<file path="src/rtl/ram_arbiter_if.sv">
// Bus bundle between ram_arbiter, its two requesters (CPU, DMA) and the RAM.
// slave: arbiter view; master: requester/RAM view.
interface ram_arbiter_if;
  logic       cpu_req;
  logic       cpu_we;
  logic [6:0] cpu_addr;
  logic [7:0] cpu_wdata;
  logic       cpu_gnt;
  logic       cpu_ack;
  logic [7:0] cpu_rdata;

  logic       dma_req;
  logic       dma_we;
  logic [6:0] dma_addr;
  logic [7:0] dma_wdata;
  logic       dma_gnt;
  logic       dma_ack;
  logic [7:0] dma_rdata;

  logic       ram_cs;
  logic       ram_oe;
  logic       ram_we;
  logic [6:0] ram_addr;
  logic [7:0] ram_wdata;
  logic [7:0] ram_rdata;

  logic       busy;

  modport slave (
    input  cpu_req, cpu_we, cpu_addr, cpu_wdata,
    input  dma_req, dma_we, dma_addr, dma_wdata,
    input  ram_rdata,
    output cpu_gnt, cpu_ack, cpu_rdata,
    output dma_gnt, dma_ack, dma_rdata,
    output ram_cs, ram_oe, ram_we, ram_addr, ram_wdata,
    output busy
  );

  modport master (
    output cpu_req, cpu_we, cpu_addr, cpu_wdata,
    output dma_req, dma_we, dma_addr, dma_wdata,
    output ram_rdata,
    input  cpu_gnt, cpu_ack, cpu_rdata,
    input  dma_gnt, dma_ack, dma_rdata,
    input  ram_cs, ram_oe, ram_we, ram_addr, ram_wdata,
    input  busy
  );
endinterface

</file>
<file path="src/rtl/ram_arbiter.sv">
// Two-requester (CPU/DMA) single-port RAM arbiter, IDLE/SETUP/STROBE/ACK cycle.
// Define RAM_ARB_RR_EN for round-robin ties; otherwise CPU has fixed priority.
module ram_arbiter (
  input  logic          clk,
  input  logic          rst,
  ram_arbiter_if.slave  bus
);

  localparam logic [1:0] IDLE   = 2'd0;
  localparam logic [1:0] SETUP  = 2'd1;
  localparam logic [1:0] STROBE = 2'd2;
  localparam logic [1:0] ACK    = 2'd3;

  logic [1:0] state;
  logic       sel_dma;
  logic       lat_we;
  logic       dma_wins;

`ifdef RAM_ARB_RR_EN
  logic last_dma;

  always_comb begin
    dma_wins = bus.dma_req && (!bus.cpu_req || !last_dma);
  end

  always_ff @(posedge clk) begin
    if (rst)
      last_dma <= 1'b1;
    else if (state == IDLE && (bus.cpu_req || bus.dma_req))
      last_dma <= dma_wins;
  end
`else
  always_comb begin
    dma_wins = bus.dma_req && !bus.cpu_req;
  end
`endif

  // ram_addr/ram_wdata double as the latched address/data of the transaction
  always_ff @(posedge clk) begin
    if (rst) begin
      state         <= IDLE;
      sel_dma       <= 1'b0;
      lat_we        <= 1'b0;
      bus.cpu_gnt   <= 1'b0;
      bus.cpu_ack   <= 1'b0;
      bus.cpu_rdata <= '0;
      bus.dma_gnt   <= 1'b0;
      bus.dma_ack   <= 1'b0;
      bus.dma_rdata <= '0;
      bus.ram_cs    <= 1'b0;
      bus.ram_oe    <= 1'b0;
      bus.ram_we    <= 1'b0;
      bus.ram_addr  <= '0;
      bus.ram_wdata <= '0;
      bus.busy      <= 1'b0;
    end else begin
      case (state)
        IDLE: begin
          if (bus.cpu_req || bus.dma_req) begin
            sel_dma       <= dma_wins;
            lat_we        <= dma_wins ? bus.dma_we    : bus.cpu_we;
            bus.ram_addr  <= dma_wins ? bus.dma_addr  : bus.cpu_addr;
            bus.ram_wdata <= dma_wins ? bus.dma_wdata : bus.cpu_wdata;
            bus.cpu_gnt   <= !dma_wins;
            bus.dma_gnt   <= dma_wins;
            bus.ram_cs    <= 1'b1;
            bus.busy      <= 1'b1;
            state         <= SETUP;
          end
        end
        SETUP: begin
          bus.ram_oe <= !lat_we;
          bus.ram_we <= lat_we;
          state      <= STROBE;
        end
        STROBE: begin
          bus.ram_cs <= 1'b0;
          bus.ram_oe <= 1'b0;
          bus.ram_we <= 1'b0;
          if (!lat_we) begin
            if (sel_dma)
              bus.dma_rdata <= bus.ram_rdata;
            else
              bus.cpu_rdata <= bus.ram_rdata;
          end
          bus.cpu_ack <= !sel_dma;
          bus.dma_ack <= sel_dma;
          state       <= ACK;
        end
        ACK: begin
          bus.cpu_gnt <= 1'b0;
          bus.dma_gnt <= 1'b0;
          bus.cpu_ack <= 1'b0;
          bus.dma_ack <= 1'b0;
          bus.busy    <= 1'b0;
          state       <= IDLE;
        end
        default: state <= IDLE;
      endcase
    end
  end

endmodule

</file>
<file path="src/flat_wrapper.sv">
// flat-port wrapper written by rule: the top's interface ports become plain ports
module ram_arbiter_flat 
  (clk, rst, bus_cpu_req, bus_cpu_we, bus_cpu_addr, bus_cpu_wdata, bus_dma_req, bus_dma_we, bus_dma_addr, bus_dma_wdata, bus_ram_rdata, bus_cpu_gnt, bus_cpu_ack, bus_cpu_rdata, bus_dma_gnt, bus_dma_ack, bus_dma_rdata, bus_ram_cs, bus_ram_oe, bus_ram_we, bus_ram_addr, bus_ram_wdata, bus_busy);
  ram_arbiter_if bus_i ();
  input  logic clk;
  input  logic rst;
  input wire logic [$bits(bus_i.cpu_req)-1:0] bus_cpu_req;
  input wire logic [$bits(bus_i.cpu_we)-1:0] bus_cpu_we;
  input wire logic [$bits(bus_i.cpu_addr)-1:0] bus_cpu_addr;
  input wire logic [$bits(bus_i.cpu_wdata)-1:0] bus_cpu_wdata;
  input wire logic [$bits(bus_i.dma_req)-1:0] bus_dma_req;
  input wire logic [$bits(bus_i.dma_we)-1:0] bus_dma_we;
  input wire logic [$bits(bus_i.dma_addr)-1:0] bus_dma_addr;
  input wire logic [$bits(bus_i.dma_wdata)-1:0] bus_dma_wdata;
  input wire logic [$bits(bus_i.ram_rdata)-1:0] bus_ram_rdata;
  output wire logic [$bits(bus_i.cpu_gnt)-1:0] bus_cpu_gnt;
  output wire logic [$bits(bus_i.cpu_ack)-1:0] bus_cpu_ack;
  output wire logic [$bits(bus_i.cpu_rdata)-1:0] bus_cpu_rdata;
  output wire logic [$bits(bus_i.dma_gnt)-1:0] bus_dma_gnt;
  output wire logic [$bits(bus_i.dma_ack)-1:0] bus_dma_ack;
  output wire logic [$bits(bus_i.dma_rdata)-1:0] bus_dma_rdata;
  output wire logic [$bits(bus_i.ram_cs)-1:0] bus_ram_cs;
  output wire logic [$bits(bus_i.ram_oe)-1:0] bus_ram_oe;
  output wire logic [$bits(bus_i.ram_we)-1:0] bus_ram_we;
  output wire logic [$bits(bus_i.ram_addr)-1:0] bus_ram_addr;
  output wire logic [$bits(bus_i.ram_wdata)-1:0] bus_ram_wdata;
  output wire logic [$bits(bus_i.busy)-1:0] bus_busy;
  assign bus_i.cpu_req = bus_cpu_req;
  assign bus_i.cpu_we = bus_cpu_we;
  assign bus_i.cpu_addr = bus_cpu_addr;
  assign bus_i.cpu_wdata = bus_cpu_wdata;
  assign bus_i.dma_req = bus_dma_req;
  assign bus_i.dma_we = bus_dma_we;
  assign bus_i.dma_addr = bus_dma_addr;
  assign bus_i.dma_wdata = bus_dma_wdata;
  assign bus_i.ram_rdata = bus_ram_rdata;
  assign bus_cpu_gnt = bus_i.cpu_gnt;
  assign bus_cpu_ack = bus_i.cpu_ack;
  assign bus_cpu_rdata = bus_i.cpu_rdata;
  assign bus_dma_gnt = bus_i.dma_gnt;
  assign bus_dma_ack = bus_i.dma_ack;
  assign bus_dma_rdata = bus_i.dma_rdata;
  assign bus_ram_cs = bus_i.ram_cs;
  assign bus_ram_oe = bus_i.ram_oe;
  assign bus_ram_we = bus_i.ram_we;
  assign bus_ram_addr = bus_i.ram_addr;
  assign bus_ram_wdata = bus_i.ram_wdata;
  assign bus_busy = bus_i.busy;
  ram_arbiter u_core (.clk(clk), .rst(rst), .bus(bus_i));
endmodule
</file>
<file path="config.mk">
export PLATFORM = sky130hd
export DESIGN_NAME = ram_arbiter_flat
export DESIGN_NICKNAME = d
export VERILOG_FILES = /design/src/rtl/ram_arbiter_if.sv /design/src/rtl/ram_arbiter.sv /design/src/flat_wrapper.sv
export SDC_FILE = /design/constraint.sdc
export NUM_CORES = 1
export LEC_CHECK = 0
export ABC_AREA = 1
export BUFFER_PORTS_ARGS = -buffer_cell sky130_fd_sc_hd__buf_2
export CAP_MARGIN = 10
export CORE_ASPECT_RATIO = 1.2
export CORE_MARGIN = 2
export CORE_UTILIZATION = 47
export CTS_BUF_LIST = sky130_fd_sc_hd__clkbuf_4
export DETAILED_ROUTE_END_ITERATION = 8
export PLACE_DENSITY = 0.87
export SLEW_MARGIN = 20
export SYNTH_ARGS = -nofsm -noshare
export SYNTH_HDL_FRONTEND = slang
export SYNTH_SLANG_ARGS = --single-unit
</file>
<file path="constraint.sdc">
create_clock -name clk -period 1.8 [get_ports clk]
set_input_delay 0.36 -clock clk [delete_from_list [all_inputs] [get_ports clk]]
set_output_delay 0.36 -clock clk [all_outputs]
set_load 0.02 [all_outputs]
</file>
==> out/metrics.csv, run 1 <==
stage,metric,value,unit
yosys,"Cell Area, Synth",1941,um^2
drt,Post-Route WL,4.359,mm
grt,vias in the first global route,1706,
sta,TNS Setup,0,ns
floorplanning,IO Count,83,
yosys,Cells after Synth,284,
clock_network,cts hold-fix bufs,0,
sta,RSZ-0062 raised after global routing,false,
sta,Max Slew Vio Count,0,
setup_path,slowest cell delay on critical path,0.36,ns
setup_path,CP Class,reg -> reg,
layout,share of layout cells above drive strength 1,0.2670,
drt,vias per cell,4.660,
clock_network,CTS root buffer,clkbuf_4,
placed_design,Buffers on Ports,82,
clock_network,CTS resizes,0,
power,Leak,1.338,nW
layout,final net count,416,
clock_network,CTS Buffer Depth,2,
floorplanning,Die ar.,4661,um^2
drt,First-pass DRT Iterations,4,
clock_network,CTS tree,built,
setup_path,Startpoint Class,flip-flop,
floorplanning,Initial Util,0.4924,
power,Sw Share,0.4232,
sta,Final setup viols,0,
power,power share of the clock group,0.138,
layout,fin area,2435,um^2
yosys,post-synthesis net count,334,
layout,"commonest non-fill, non-tap cell in the layout",nor2_1,
yosys,Compound-Gate Fraction of Synth Area,0.1173,
yosys,adder-cell share of the synthesized area,0.03868,
yosys,main combinational cell family by area after synthesis,simple AND/OR/NAND/NOR gates,
grt,pin count of the biggest net entering global routing,34,
floorplanning,row cnt,25,
yosys,Mean Syn Cell Area,6.833,um^2
yosys,post-synthesis mux area share,0,
power,sequential power share,0.416,
drt,Final ANT Viol Nets,0,
drt,drt initial violations,69,
setup_path,Buf/Inv on CP,2,
power,P_int,1.885,mW
power,Comb pwr share,0.446,
layout,P&R area growth vs syn,25.47,%
floorplanning,core area,3941,um^2
yosys,count of cell types in the netlist,21,
clock_network,htree depth,2,
sta,worst hold slack,0.2117,ns
setup_path,Crit-path slowest cell,dfxtp_1,
sta,Peak Freq,641.3,MHz
clock_network,clock-pin transition on the worst setup and hold timing paths,0.12,ns
yosys,Synth Area in Simple Gates,0.3037,
drt,routed vias,1962,
clock_network,clk sinks,43,
sta,worst slew pin tran,0.5487,ns
floorplanning,die width,62.66,um
setup_path,"Critical Path, Cell by Cell",inv_1 > ha_1 > nand3_1 > inv_1 > nor2_1 > nor2_1,
power,Peak VDD IR,0.0006150,V
clock_network,setup bufs post-CTS,0,
power,Pwr Density,1342,nW/um^2
yosys,post-synthesis xor/xnor area fraction,0,
yosys,Syn. warnings,0,
hold_path,Hold WC Path Type,in -> reg,
setup_path,nature of the critical path endpoint,flip-flop,
grt,GRT overflow,0,
setup_path,"Arr. time, crit path",1.86,ns
placed_design,placed wire-length estimate,3.282,mm
outcome,status,completed,
yosys,sequential-to-total area share from yosys stat,0.4436,
floorplanning,die extent in y,74.39,um
sta,relative slew slack,0.6329,
grt,initial antenna violation count,0,
grt,Global Route Usage Sum,0.1945,
sta,Worst Skew,0.01661,ns
clock_network,TritonCTS buffer count,5,
placed_design,placed cell area,2382,um^2
sta,Final Hold Viols,0,
sta,Tmin final,1.559,ns
grt,first-pass GRT wire length,7.189,mm
placed_design,final weighted congestion in routability-driven placement,0.8164,
setup_path,CP required,2.10,ns
layout,"Core Util, Final",0.6178,
sta,final worst path period share,0.8663,
drt,routed len/inst,10.35,um
layout,Antenna Diode Count,0,
layout,"commonest cells after routing, fill and taps aside","nor2_1 (90), buf_2 (82), nand2_1 (44), dfxtp_1 (43), inv_1 (29)",
yosys,#FFs+latches synth,43,
power,Net Sw Power,1.383,mW
setup_path,CP top delay family,simple AND/OR/NAND/NOR gates,
clock_network,clock latency on the worst-skew pair,0.36,ns
setup_path,critical path peak fanout,9,
run,Max-Cap Viols,0,
drt,residual DRC count,0,
final timing paths:
kind | startpoint | end | slack [ns] | depth (start not counted)
max | u_core.state[0] | u_core.bus.cpu_rdata[0] | 0.24 | 6
min | rst | u_core.sel_dma | 0.21 | 2
max reg2reg | u_core.state[0] | u_core.bus.cpu_rdata[0] | 0.24 | 6
min reg2reg | u_core.bus.dma_ack | u_core.bus.dma_ack | 0.47 | 2
area by class of cell:
| type | instances | area (um^2) |
|---|---|---|
| clock buffers | 5 | 37.54 |
| clock inverters | 3 | 15.01 |
| fillers | 406 | 1506 |
| inverters | 31 | 116.4 |
| multi-input cells | 200 | 892.1 |
| flip-flops and latches | 43 | 860.8 |
| well taps | 54 | 67.56 |
| repair buffers | 85 | 445.4 |
cell families (layout without fill, tap and decap cells):
kind of cell,after synthesis,in the layout
simple gates,149,149
compound gates,45,45
fa+ha+maj,6,6
buf+inv,41,124
flops,43,43
power by group through the flow:
stage	clock [mW]	combinational [mW]	sequential (mW)
finish	0.452	1.46	1.36
global route	0.502	1.64	1.40
CTS	0.463	1.47	1.36
detailed placement	0	1.47	1.38
global placement	0	1.43	1.37
floorplan	0	0.771	1.66
registers in the layout, summed over array words and instances, names as in the netlist:
register	cells
u_core.bus.ram_addr	7
u_core.bus.dma_ack	1
u_core.bus.ram_oe	1
u_core.lat_we	1
u_core.bus.cpu_gnt	1
u_core.bus.ram_cs	1
u_core.bus.busy	1
u_core.bus.ram_we	1
u_core.state	2
u_core.bus.cpu_ack	1
u_core.sel_dma	1
u_core.bus.ram_wdata	8
u_core.bus.dma_rdata	8
u_core.bus.cpu_rdata	8
u_core.bus.dma_gnt	1
per-stage QoR:
stage | total power [mW] | cells | setup slack [ns]
after floorplan | 2.428 | 284 | 0.5014
after global placement | 2.808 | 413 | 0.2848
after detailed placement | 2.846 | 413 | 0.2283
after CTS | 3.293 | 421 | 0.2018
after global routing | 3.539 | 421 | 0.04170
final | 3.267 | 421 | 0.2406
synth_stat cells:
library cell | number | area share
inv_2 | 2 | 0.0039
a21oi_1 | 7 | 0.018
nand2_1 | 44 | 0.085
or2_2 | 1 | 0.0032
dfxtp_1 | 43 | 0.44
buf_6 | 3 | 0.017
o21a_1 | 1 | 0.0039
nand3_1 | 8 | 0.021
o21ai_1 | 10 | 0.026
nor2_1 | 90 | 0.17
nor3_1 | 2 | 0.0052
buf_2 | 1 | 0.0026
buf_4 | 2 | 0.0077
nor2_2 | 1 | 0.0032
inv_1 | 29 | 0.056
clkbuf_2 | 2 | 0.0052
nor2_4 | 1 | 0.0058
ha_1 | 6 | 0.039
clkbuf_1 | 2 | 0.0039
o21ai_0 | 27 | 0.070
nand2_2 | 2 | 0.0064
metal layers:
| layer | vias to the layer above | global-route usage | part of all wire |
|---|---|---|---|
| li1 | 1035 | - | - |
| met1 | 851 | 0.2113 | 0.43 |
| met2 | 70 | 0.3584 | 0.49 |
| met3 | 6 | 0.06203 | 0.071 |
| met4 | 0 | 0.07407 | 0.016 |
| met5 | - | 0 | 0 |
No activity file was read; power rests on OpenSTA's default activity.
==> run 2, diff against run 1 <==
--- a/config.mk
+++ b/config.mk
@@ -5,15 +5,16 @@
 export SDC_FILE = /design/constraint.sdc
 export NUM_CORES = 1
 export LEC_CHECK = 0
-export ABC_AREA = 1
+export ABC_AREA = 0
 export BUFFER_PORTS_ARGS = -buffer_cell sky130_fd_sc_hd__buf_2
 export CAP_MARGIN = 10
 export CORE_ASPECT_RATIO = 1.2
 export CORE_MARGIN = 2
 export CORE_UTILIZATION = 47
 export CTS_BUF_LIST = sky130_fd_sc_hd__clkbuf_4
+export CTS_CLUSTER_DIAMETER = 50
 export DETAILED_ROUTE_END_ITERATION = 8
-export PLACE_DENSITY = 0.87
+export PLACE_DENSITY = 0.88
 export SLEW_MARGIN = 20
 export SYNTH_ARGS = -nofsm -noshare
 export SYNTH_HDL_FRONTEND = slang
==> out/metrics.csv, run 2 <==
stage,metric,value,unit,change
outcome,status,completed,,unchanged
setup_path,reg2reg path depth,5,,was 6
sta,Worst Skew,0.004413,ns,was 0.01661 ns
yosys,most used flip-flop cell after synthesis,dfxtp_1,,unchanged
sta,worst slew pin tran,0.5532,ns,was 0.5487 ns
sta,final worst path period share,0.9238,,was 0.8663
placed_design,dpl ws,0.1331,ns,was 0.2283 ns
drt,routed len/inst,12.18,um,was 10.35 um
drt,vias per cell,4.990,,was 4.660
placed_design,placed wire-length estimate,2.968,mm,was 3.282 mm
drt,First-pass DRT Iterations,4,,unchanged
drt,Post-Route WL,3.837,mm,was 4.359 mm
layout,Antenna Diode Count,0,,unchanged
layout,share of layout cells above drive strength 1,0.3688,,was 0.2670
setup_path,CP required,2.08,ns,was 2.10 ns
yosys,dominant cell type by area after synthesis,dfxtp_1,,unchanged
yosys,Post-synth EDFFs,0,,unchanged
yosys,post-synthesis net count,230,,was 334
grt,Global Route Usage Sum,0.1874,,was 0.1945
layout,"commonest non-fill, non-tap cell in the layout",buf_2,,was nor2_1
floorplanning,row cnt,24,,was 25
grt,pin count of the biggest net entering global routing,44,,was 34
setup_path,"Arr. time, crit path",1.95,ns,was 1.86 ns
floorplanning,Initial Util,0.4938,,was 0.4924
yosys,"Cell Area, Synth",1794,um^2,was 1941 um^2
clock_network,clock-pin transition on the worst setup and hold timing paths,0.12,ns,about the same
sta,Peak Freq,601.4,MHz,was 641.3 MHz
layout,P&R area growth vs syn,30.89,%,was 25.47%
yosys,count of cell types in the netlist,21,,unchanged
sta,relative slew slack,0.6301,,was 0.6329
sta,setup ws final,0.1372,ns,was 0.2406 ns
clock_network,clk sinks,43,,unchanged
layout,"Core Util, Final",0.6464,,was 0.6178
layout,Filler Cells Inserted,303,,was 406
clock_network,cts hold-fix bufs,0,,unchanged
sta,RSZ-0062 raised after global routing,false,,unchanged
sta,Tmin final,1.663,ns,was 1.559 ns
grt,vias in the first global route,1431,,"was 1,706"
layout,biggest regs,"u_core.bus.cpu_rdata (8), u_core.bus.dma_rdata (8), u_core.bus.ram_wdata (8)",,unchanged
placed_design,Buffers on Ports,82,,unchanged
sta,Max Slew Vio Count,0,,unchanged
sta,Final Hold Viols,0,,unchanged
yosys,post-synth top area share,0.4798,,was 0.4436
floorplanning,die width,60.40,um,was 62.66 um
clock_network,htree depth,2,,unchanged
floorplanning,core area,3633,um^2,was 3941 um^2
yosys,most frequent cell after synthesis,dfxtp_1,,was nor2_1
clock_network,clock latency on the worst-skew pair,0.34,ns,was 0.36 ns
clock_network,CTS root buffer,clkbuf_4,,unchanged
yosys,#FFs+latches synth,43,,unchanged
floorplanning,die extent in y,71.68,um,was 74.39 um
yosys,post-synthesis async set-or-reset flop share,0,,unchanged
clock_network,CTS tree,built,,unchanged
yosys,Syn. warnings,0,,unchanged
grt,first-pass GRT wire length,6.099,mm,was 7.189 mm
yosys,top cell types by occurrence after synthesis,"dfxtp_1 (43), nor2_1 (38), mux2i_1 (35)",,"was nor2_1 (90), nand2_1 (44), dfxtp_1 (43)"
sta,TNS Setup,0,ns,unchanged
layout,"commonest cells after routing, fill and taps aside","buf_2 (82), dfxtp_1 (43), nor2_1 (38), mux2i_1 (35), a211oi_1 (18)",,"was nor2_1 (90), buf_2 (82), nand2_1 (44), dfxtp_1 (43), inv_1 (29)"
yosys,Cells after Synth,180,,was 284
layout,register area,860.8,um^2,unchanged
layout,final net count,312,,was 416
setup_path,Startpoint Class,flip-flop,,unchanged
grt,initial antenna violation count,0,,unchanged
run,Max-Cap Viols,0,,unchanged
yosys,top post-synthesis cells by area,"dfxtp_1 (48%), mux2i_1 (20%), nor2_1 (7.9%)",,"was dfxtp_1 (44%), nor2_1 (17%), nand2_1 (8.5%)"
clock_network,CTS Buffer Depth,2,,unchanged
setup_path,critical path peak fanout,10,,was 9
placed_design,final weighted congestion in routability-driven placement,0.8257,,was 0.8164
yosys,Mean Syn Cell Area,9.968,um^2,was 6.833 um^2
layout,multi-input combinational cell area,873.3,um^2,was 892.1 um^2
floorplanning,IO Count,83,,unchanged
setup_path,nature of the critical path endpoint,flip-flop,,unchanged
drt,drt initial violations,60,,was 69
power,Peak VDD IR,0.0007596,V,was 0.0006150 V
drt,Final ANT Viol Nets,0,,unchanged
floorplanning,Die ar.,4329,um^2,was 4661 um^2
yosys,sequential-to-total area share from yosys stat,0.4798,,was 0.4436
setup_path,CP Class,reg -> reg,,unchanged
grt,GRT overflow,0,,unchanged
hold_path,Hold Crit Depth,3,,was 2
hold_path,Hold WC Path Type,in -> reg,,unchanged
power,Pwr Density,1483,nW/um^2,was 1342 nW/um^2
power,Leak,1.225,nW,was 1.338 nW
sta,Final setup viols,0,,unchanged
drt,residual DRC count,0,,unchanged
clock_network,TritonCTS buffer count,5,,unchanged
drt,routed vias,1572,,"was 1,962"
[run 2: power by group]
part           internal (mW)  switching, mW  leakage, nW
Sequential              1.21          0.154        0.353
Clock                  0.292          0.307       0.0452
Combinational          0.624          0.893        0.827
[run 2: area by class of cell]
| class | count | area share |
|---|---|---|
| Tap cell | 52 | 0.02770 |
| Sequential cell | 43 | 0.3665 |
| Timing Repair Buffer | 87 | 0.1961 |
| Inverter | 2 | 0.003197 |
| Clock buffer | 5 | 0.01598 |
| Multi-Input combinational cell | 123 | 0.3719 |
| Clock inverter | 3 | 0.01865 |
[run 2: cell families (layout without fill, tap and decap cells)]
family,count (synthesis),after routing,synth area share
flops,43,43,0.4798
buf+inv,14,97,0.03974
fa+ha+maj,6,6,0.04184
mux,35,35,0.1953
simple gates,52,52,0.1332
compound gates,30,30,0.1102
[run 2: per-layer routing]
| layer | vias to the layer above | track usage | routed length [um] |
|---|---|---|---|
| met1 | 694 | 0.1877 | 1495 |
| li1 | 795 | - | - |
| met2 | 81 | 0.3333 | 1932 |
| met4 | 0 | 0.07901 | 33 |
| met5 | - | 0 | 0 |
| met3 | 2 | 0.07401 | 376 |
[run 2: path summary, 6_finish.rpt]
kind                            from                 endpoint  slack [ns]
hold reg to reg   u_core.bus.cpu_ack       u_core.bus.cpu_ack        0.46
hold / removal      bus_ram_rdata[1]  u_core.bus.dma_rdata[1]        0.26
setup / recovery     u_core.state[1]       u_core.bus.cpu_gnt        0.14
setup reg to reg     u_core.state[1]       u_core.bus.cpu_gnt        0.14
[run 2: repair_timing]
action,4_1_cts,5_1_grt
buffers inserted,0,0
gates resized for setup,0,1
setup endpoints to repair,0,3
[run 2: critical path: stages (launching register included)]
cell and delay (ns):
dfxtp_1 0.44, inv_1 0.09, ha_1 0.26, nor3b_4 0.21, or4b_1 0.47, a21oi_1 0.14
[run 2: metrics by stage]
| step | std cells | cell area, um^2 | power, mW | hold WS (ns) |
|---|---|---|---|---|
| finish | 315 | 2349 | 3.483 | 0.2560 |
| global route | 315 | 2349 | 3.734 | 0.2363 |
| CTS | 315 | 2342 | 3.504 | 0.2331 |
| detailed placement | 307 | 2261 | 2.903 | 0.4446 |
| global placement | 307 | 2261 | 2.846 | 0.4361 |
| floorplan | 180 | 1794 | 2.406 | 0.4556 |
==> run 3, diff against run 2 <==
--- a/config.mk
+++ b/config.mk
@@ -15,6 +15,7 @@
 export CTS_CLUSTER_DIAMETER = 50
 export DETAILED_ROUTE_END_ITERATION = 8
 export PLACE_DENSITY = 0.88
+export REMOVE_ABC_BUFFERS = 1
 export SLEW_MARGIN = 20
 export SYNTH_ARGS = -nofsm -noshare
 export SYNTH_HDL_FRONTEND = slang
==> out/metrics.csv, run 3 (same netlist as run 2, synthesis figures left out) <==
stage,metric,value,unit,change
outcome,status,completed,,unchanged
drt,Post-Route WL,3.836,mm,was 3.837 mm
placed_design,Buffers on Ports,82,,unchanged
power,Tot Pwr,3.360,mW,was 3.483 mW
power,sequential power share,0.406,,was 0.393
layout,register area,862.1,um^2,was 860.8 um^2
power,Comb pwr share,0.449,,was 0.435
sta,worst slew pin tran,0.7412,ns,was 0.5532 ns
grt,initial antenna violation count,0,,unchanged
grt,vias in the first global route,1475,,"was 1,431"
placed_design,placed cell area,2268,um^2,was 2261 um^2
setup_path,critical path peak fanout,10,,unchanged
sta,final worst path period share,0.9194,,was 0.9238
drt,First-pass DRT Iterations,4,,unchanged
setup_path,nature of the critical path endpoint,flip-flop,,unchanged
drt,residual DRC count,0,,unchanged
floorplanning,Die ar.,4329,um^2,unchanged
floorplanning,Initial Util,0.4938,,unchanged
sta,Max Slew Vio Count,0,,unchanged
clock_network,CTS root buffer,clkbuf_4,,unchanged
grt,first-pass GRT wire length,6.313,mm,was 6.099 mm
clock_network,TritonCTS buffer count,5,,unchanged
layout,Antenna Diode Count,0,,unchanged
layout,Filler Cells Inserted,326,,was 303
layout,Layout Cells excl Fill,316,,was 315
placed_design,placed wire-length estimate,2.894,mm,was 2.968 mm
grt,Global Route Usage Sum,0.1918,,was 0.1874
clock_network,CTS resizes,0,,unchanged
grt,pin count of the biggest net entering global routing,44,,unchanged
floorplanning,row cnt,24,,unchanged
grt,GRT overflow,0,,unchanged
layout,final net count,313,,was 312
clock_network,clk sinks,43,,unchanged
sta,Tmin final,1.655,ns,was 1.663 ns
setup_path,Startpoint Class,flip-flop,,unchanged
clock_network,setup bufs post-CTS,0,,unchanged
clock_network,htree depth,2,,unchanged
hold_path,Hold Crit Depth,3,,unchanged
sta,Final setup viols,0,,unchanged
setup_path,CP required,2.10,ns,was 2.08 ns
layout,multi-input combinational cell area,873.3,um^2,unchanged
power,P_int,1.997,mW,was 2.130 mW
placed_design,placed cell count,308,,was 307
setup_path,reg2reg path depth,5,,unchanged
drt,vias per cell,4.899,,was 4.990
clock_network,clock-pin transition on the worst setup and hold timing paths,0.14,ns,was 0.12 ns
layout,P&R area growth vs syn,30.26,%,was 30.89%
layout,fin area,2337,um^2,was 2349 um^2
layout,"commonest non-fill, non-tap cell in the layout",buf_2,,unchanged
hold_path,Hold WC Path Type,in -> reg,,unchanged
run,Max-Cap Viols,0,,unchanged
layout,"commonest cells after routing, fill and taps aside","buf_2 (82), dfxtp_1 (42), nor2_1 (38), mux2i_1 (35), a211oi_1 (18)",,"was buf_2 (82), dfxtp_1 (43), nor2_1 (38), mux2i_1 (35), a211oi_1 (18)"
placed_design,final weighted congestion in routability-driven placement,0.8445,,was 0.8257
sta,Worst Skew,0.01172,ns,was 0.004413 ns
power,Leak,1.212,nW,was 1.225 nW
clock_network,CTS tree,built,,unchanged
drt,Final ANT Viol Nets,0,,unchanged
drt,drt initial violations,65,,was 60
power,Peak VDD IR,0.0006567,V,was 0.0007596 V
setup_path,"Arr. time, crit path",1.95,ns,about the same
layout,biggest regs,"u_core.bus.cpu_rdata (8), u_core.bus.dma_rdata (8), u_core.bus.ram_wdata (8)",,unchanged
power,Sw Share,0.4056,,was 0.3886
setup_path,CP Class,reg -> reg,,unchanged
power,power share of the clock group,0.145,,was 0.172
power,Net Sw Power,1.363,mW,was 1.354 mW
clock_network,CTS Buffer Depth,2,,unchanged
sta,worst hold slack,0.2318,ns,was 0.2560 ns
sta,setup ws final,0.1451,ns,was 0.1372 ns
placed_design,dpl ws,0.1328,ns,was 0.1331 ns
floorplanning,die extent in y,71.68,um,unchanged
sta,Peak Freq,604.3,MHz,was 601.4 MHz
floorplanning,die width,60.40,um,unchanged
power,Pwr Density,1437,nW/um^2,was 1483 nW/um^2
drt,routed len/inst,12.14,um,was 12.18 um
sta,RSZ-0062 raised after global routing,false,,unchanged
clock_network,cts hold-fix bufs,0,,unchanged
clock_network,clock latency on the worst-skew pair,0.36,ns,was 0.34 ns
sta,relative slew slack,0.5059,,was 0.6301
layout,share of layout cells above drive strength 1,0.3750,,was 0.3688
drt,routed vias,1548,,"was 1,572"
floorplanning,IO Count,83,,unchanged
sta,Final Hold Viols,0,,unchanged
floorplanning,core area,3633,um^2,unchanged
-- run 3: metal layers --
metal	track usage	share of wire	vias to the layer above
met5	0	0	-
met4	0.07901	0.016	0
met3	0.05235	0.052	7
met2	0.3273	0.52	47
met1	0.2210	0.42	697
li1	-	-	797
-- run 3: power by group through the flow --
stage	clock (mW)	sequential, mW	combinational (mW)
final	0.488	1.36	1.51
after floorplan	0	1.65	0.718
after global routing	0.549	1.40	1.66
after CTS	0.503	1.36	1.52
after global placement	0	1.37	1.47
after detailed placement	0	1.38	1.52
-- run 3: stage by stage --
step | util | setup TNS (ns)
final | 0.6433 | 0
after global routing | 0.6433 | 0
after CTS | 0.6412 | 0
after detailed placement | 0.6243 | 0
after global placement | 0.6243 | 0
after floorplan | - | -1.962
-- run 3: area by class of cell --
type / count / share of cell area
multi-input combinational: 123 / 0.3737
sequential: 43 / 0.3688
timing repair buffer: 88 / 0.2002
tap: 52 / 0.02784
clock buffer: 5 / 0.01606
clock inverter: 3 / 0.01017
inverter: 2 / 0.003212
-- run 3: path summary, 6_finish.rpt --
path                                  end  slack (ns)                from
setup / recovery       u_core.bus.cpu_gnt        0.15     u_core.state[0]
setup reg to reg       u_core.bus.cpu_gnt        0.15     u_core.state[0]
hold / removal    u_core.bus.dma_rdata[0]        0.23    bus_ram_rdata[0]
hold reg to reg        u_core.bus.cpu_ack        0.47  u_core.bus.cpu_ack
-- run 3: critical path, cell delays in order, from the launching register on --
cell     delay [ns]
dfxtp_1        0.39
inv_1          0.11
ha_1           0.28
nor3b_4        0.21
or4b_1         0.46
a21oi_1        0.14
